**config.mk**
```make
export PLATFORM = sky130hd
export DESIGN_NAME = dmem_subword
export DESIGN_NICKNAME = d
export VERILOG_FILES = /design/src/rtl/dmem_subword.sv
export SDC_FILE = /design/constraint.sdc
export NUM_CORES = 2
export LEC_CHECK = 0
export ABC_AREA = 1
export BUFFER_PORTS_ARGS = -buffer_cell sky130_fd_sc_hd__buf_2
export CAP_MARGIN = 25
export CELL_PAD_IN_SITES_DETAIL_PLACEMENT = 1
export CELL_PAD_IN_SITES_GLOBAL_PLACEMENT = 1
export CORE_MARGIN = 2
export CORE_UTILIZATION = 35
export DETAILED_ROUTE_END_ITERATION = 10
export PLACE_DENSITY_LB_ADDON = 0.1
export SLEW_MARGIN = 30
export SYNTH_ARGS = -nofsm -noshare
export SYNTH_HDL_FRONTEND = slang
export SYNTH_SLANG_ARGS = --single-unit
export TNS_END_PERCENT = 5
```
**constraint.sdc**
```tcl
create_clock -name clock_i -period 3.5 [get_ports clock_i]
set_input_delay 0.35 -clock clock_i [delete_from_list [all_inputs] [get_ports clock_i]]
set_output_delay 0.35 -clock clock_i [all_outputs]
set_load 0.005 [all_outputs]
```
**src/rtl/dmem_subword.sv**
```systemverilog
// Byte-addressable data memory with byte/half/word loads and stores and a one-deep response stage.
// Define DMEM_ALIGN_CHECK_EN to fault misaligned halfword/word accesses instead of ignoring low bits.
module dmem_subword #(
  parameter int unsigned DEPTH  = 128,
  parameter int unsigned ADDR_W = 32
) (
  input  logic              clock_i,
  input  logic              reset_ni,
  input  logic              req_valid_i,
  output logic              req_ready_o,
  input  logic              req_write_i,
  input  logic [1:0]        req_size_i,
  input  logic              req_unsigned_i,
  input  logic [ADDR_W-1:0] req_addr_i,
  input  logic [31:0]       req_wdata_i,
  output logic              resp_valid_o,
  input  logic              resp_ready_i,
  output logic [31:0]       resp_rdata_o,
  output logic              resp_fault_o
);

  localparam int unsigned IdxW = $clog2(DEPTH);

  logic [31:0]       mem_q [DEPTH];
  logic              resp_valid_q, resp_valid_d;
  logic [31:0]       resp_rdata_q, resp_rdata_d;
  logic              resp_fault_q, resp_fault_d;

  logic [IdxW-1:0]   word_idx;
  logic [1:0]        lane;
  logic [ADDR_W-1:0] hi_addr;
  logic              out_of_range;
  logic              misaligned;
  logic              fault;
  logic              accept;
  logic              wr_en;
  logic [3:0]        wr_be;
  logic [31:0]       wr_data;
  logic [31:0]       rd_word;
  logic [31:0]       rd_shift;
  logic [15:0]       rd_half;
  logic [31:0]       load_data;

  assign word_idx     = req_addr_i[IdxW+1:2];
  assign lane         = req_addr_i[1:0];
  // Any address bit above the word index selects a word beyond the array.
  assign hi_addr      = req_addr_i >> (IdxW + 2);
  assign out_of_range = |hi_addr;

`ifdef DMEM_ALIGN_CHECK_EN
  always_comb begin
    misaligned = 1'b0;
    if (req_size_i == 2'b01) misaligned = lane[0];
    else if (req_size_i == 2'b10) misaligned = |lane;
  end
`else
  assign misaligned = 1'b0;
`endif

  assign fault       = (req_size_i == 2'b11) || out_of_range || misaligned;
  assign req_ready_o = !resp_valid_q || resp_ready_i;
  assign accept      = req_valid_i && req_ready_o;
  assign wr_en       = accept && req_write_i && !fault;

  always_comb begin
    wr_be   = 4'b0000;
    wr_data = req_wdata_i;
    unique case (req_size_i)
      2'b00: begin
        wr_be   = 4'b0001 << lane;
        wr_data = {4{req_wdata_i[7:0]}};
      end
      2'b01: begin
        wr_be   = lane[1] ? 4'b1100 : 4'b0011;
        wr_data = {2{req_wdata_i[15:0]}};
      end
      2'b10:   wr_be = 4'b1111;
      default: wr_be = 4'b0000;
    endcase
  end

  // Array has no reset; contents survive reset_ni.
  always_ff @(posedge clock_i) begin
    if (wr_en) begin
      for (int b = 0; b < 4; b++) begin
        if (wr_be[b]) mem_q[word_idx][8*b +: 8] <= wr_data[8*b +: 8];
      end
    end
  end

  assign rd_word  = mem_q[word_idx];
  assign rd_shift = rd_word >> {lane, 3'b000};
  assign rd_half  = lane[1] ? rd_word[31:16] : rd_word[15:0];

  always_comb begin
    load_data = 32'h0;
    unique case (req_size_i)
      2'b00: load_data = req_unsigned_i ? {24'h0, rd_shift[7:0]}
                                        : {{24{rd_shift[7]}}, rd_shift[7:0]};
      2'b01: load_data = req_unsigned_i ? {16'h0, rd_half} : {{16{rd_half[15]}}, rd_half};
      2'b10: load_data = rd_word;
      default: load_data = 32'h0;
    endcase
  end

  always_comb begin
    resp_valid_d = resp_valid_q;
    resp_rdata_d = resp_rdata_q;
    resp_fault_d = resp_fault_q;
    if (accept) begin
      resp_valid_d = 1'b1;
      resp_fault_d = fault;
      resp_rdata_d = (fault || req_write_i) ? 32'h0 : load_data;
    end else if (resp_ready_i) begin
      resp_valid_d = 1'b0;
    end
  end

  always_ff @(posedge clock_i or negedge reset_ni) begin
    if (!reset_ni) begin
      resp_valid_q <= 1'b0;
      resp_rdata_q <= 32'h0;
      resp_fault_q <= 1'b0;
    end else begin
      resp_valid_q <= resp_valid_d;
      resp_rdata_q <= resp_rdata_d;
      resp_fault_q <= resp_fault_d;
    end
  end

  assign resp_valid_o = resp_valid_q;
  assign resp_rdata_o = resp_rdata_q;
  assign resp_fault_o = resp_fault_q;

endmodule

```
==> impl_metrics.ini <==
[final_layout]
drive_gt1_share_pct = 16.2
postLayoutCoreUtil_pct = 43.0
final_nets = 15389
final_common_cell = nand2_1
nFillCells = 49197
final_area_sq_um = 201000
layout_common_cells = 5435 x nand2_1, 4096 x edfxtp_1, 1304 x buf_4
area_growth_pct = 22.2

[synth]
synth-seq-cells = 4130
avgSynthCellArea_sq_um = 11.9
syn_area_sq_um = 164000
synth_top_cell_area_share_pct = 74.8
synth_area_leaders = edfxtp_1 75%, nand2_1 12%, nor2_1 2.6%, nand4_1 1.6%, a21oi_1 1.4%
synth_cell_types = 44
synth_largest_area_cell = edfxtp_1
ys_seq_area_share_pct = 75.3
yosysWarnings = 0
synthArstFlopShare_pct = 0.823
synthCells = 13797
ys.flop_type = edfxtp_1
synth_edf_count = 4096
syn_nets = 13869

[global_routing]
grt_pass1_wl_um = 962000
grt_remaining_overflow = 0
grt_max_degree = 129
grt_usage_pct = 29.0
antenna_found_initial = 70
grt_pass1_vias = 118574

[clocking]
clock_latency_ns = 1.06
cts_max_level = 5
cts_tree = yes
clk_path_buf_depth = 4
path_clk_slew_ns = 0.06
post_cts_buffers = 0
clockRootBuffer = clkbuf_16
cts_buffers = 455
cts.sinks = 4130

[route]
vias = 117146
drt_first_iter_violations = 12763
dr.pass1.iters = 6
drc_errors = 0
vias_per_cell = 5.35
antenna_left = 0
wire_per_inst_um = 31.9
drt_wl_total_um = 700000

[power]
p_comb_share_pct = 6.8
power_frac_clock_pct = 42.9
swShare_pct = 23.8
p_int_uw = 82900
p_leak_uw = 0.0741
power_frac_seq_pct = 50.3
peakVddDrop_mv = 0.513
net-switching-power_uw = 25900
powerDensity_nw_per_um2 = 541

[critical_path]
cp_num_buf_inv = 9
critPathKind = in -> reg
crit_fanout = 16
cp_slowest_stage_delay_ns = 0.58
critPathLaunchType = input pin
reg2reg_setup_slack_ns = 0.18
crit_family = simple AND/OR/NAND/NOR gates
cp-end-kind = register
r2r_end = mem_q[69][16]
r2r_cells = 12
cpMostUsedCell = nand2_1
crit_required_ns = 4.45
cp_slowest_cell = nor2_1
critical_path_arrival_ns = 4.27
reg2reg_from = resp_valid_o

[timing]
holdWs_ns = 0.0123
fin_crit_sh_pct = 94.9
slew_headroom_pct = 27.9
tightestPinTransition_ns = 1.08
finalHoldViolCount = 0
min_period_ns = 3.32
slew_viol_final = 0
rsz0062_at_grt = true
finalSetupViolations = 0
fin_worst_skew_ns = 0.0686
max_freq_mhz = 301

[run]
drv_cap = 0

[worst_hold_path]
hold_end = mem_q[50][12]
hold_start = req_wdata_i[12]
hp-class = in -> reg
whs_path_depth = 4

[floorplanning]
dieArea_sq_um = 475000
fp.dieH_um = 690
fp.dieW_um = 690
core-area_sq_um = 468000
initial_core_util_pct = 35.2
ioPinCount = 107
rows = 251

[placement]
dpl_cell_area_sq_um = 187000
gp_congestion = 0.920
portBuffers = 106
hpwl_um = 486000

[run_status]
outcome = finished clean
-- per-layer routing --
metal	GRT usage, %	share of wire (%)
met4	11.3	4.4
met3	4.54	7.0
met1	40.2	43
met2	46.0	46
met5	0	0.017
-- flip-flops by register name (all words and copies together) (netlist names) --
name          flops
mem_q          4096
resp_fault_o      1
resp_rdata_o     32
resp_valid_o      1
-- worst reg2reg max path, stage by stage, from the launching register on --
cell       delay, ns
dfrtp_1         0.38
nand2_1         0.14
nand2_1         0.09
nor4_1          0.22
nand3_1         0.10
a2111oi_0       0.36
buf_4           0.19
and2_1          0.17
buf_12          0.17
o21ai_4         0.17
buf_12          0.24
nor2_2          0.49
buf_4           0.26
-- layout make-up --
cell class / count / area (sq um) / share of cell area, %
Multi-Input combinational cell: 8532 / 36100 / 18.0
Clock inverter: 256 / 2240 / 1.11
Sequential cell: 4130 / 124000 / 61.6
Timing Repair Buffer: 1777 / 17600 / 8.74
Inverter: 421 / 1610 / 0.801
Clock buffer: 560 / 11800 / 5.89
Antenna cell: 30 / 75.1 / 0.0373
Tap cell: 6198 / 7750 / 3.86
-- power groups by stage --
stage          Sequential [uW]  Clock, uW  Combinational [uW]
2_1_floorplan            55900          0                2800
3_3_place_gp             55800          0                7210
3_5_place_dp             55800          0                7310
4_1_cts                  54700      47400                7360
5_1_grt                  54700      49100                7780
6_report                 54700      46700                7400
-- worst max path at each step --
| stage | cells past startpoint | to | startpoint | slack (ns) |
|---|---|---|---|---|
| finish | 26 | resp_rdata_o[27] | req_addr_i[4] | 0.18 |
| global route | 12 | mem_q[70][23] | resp_valid_o | -0.007 |
| CTS | 16 | resp_rdata_o[27] | mem_q[11][27] | 0.05 |
| detailed placement | 26 | resp_rdata_o[27] | req_addr_i[4] | -0.98 |
| global placement | 26 | resp_rdata_o[27] | req_addr_i[4] | -1.05 |
| floorplan | 4 | mem_q[0][24] | req_size_i[1] | -1.44 |
-- timing repair --
action | in CTS | in global routing
endpoints found under the setup margin | 0 | 49
resized for setup | 0 | 8
hold endpoints to repair | 308 | 0
hold buffers | 27 | 0
-- kinds of logic after synthesis --
kind of cell | synth area share [%]
flip-flops | 75.3
AND/OR/NAND/NOR | 18.2
buffers and inverters | 3.00
AO/OA/AOI/OAI | 3.52
-- synthesized netlist by cell type (2+ instances only) --
cell       number
inv_1         413
a221oi_1        2
nor2b_1         2
a21oi_1       456
o2bb2ai_1       3
nand3_1       274
o21ai_1        35
o21ai_0       375
and2_0          5
o21bai_1        2
nor2_1       1161
edfxtp_1     4096
o21a_1          7
clkinv_1        4
nor3_1          3
nand2_1      5451
or2_1           2
nor2_2          3
or2_0          11
o211ai_1       18
o2111ai_1       3
nand3b_1       31
clkbuf_1      202
inv_2           4
buf_4          25
buf_1          94
nor4_1          5
buf_6          13
dfrtp_1        34
a211oi_1        3
a22o_1          5
and2_1          8
a22oi_1       145
buf_2         380
nand4_1       412
or2_2         102
-- stage by stage --
| stage | power, uW | worst slack, ns | instances | setup TNS [ns] |
|---|---|---|---|---|
| detailed placement | 63100 | -0.982 | 21029 | -18.38 |
| finish | 109000 | 0.178 | 21904 | 0 |
| global placement | 63000 | -1.05 | 21029 | -20.28 |
| CTS | 110000 | 0.0493 | 21872 | 0 |
| floorplan | 58700 | -1.44 | 13797 | -1298.44 |
| global route | 112000 | -0.00730 | 21877 | -0.0262 |
(Power assumes the default switching activity.)
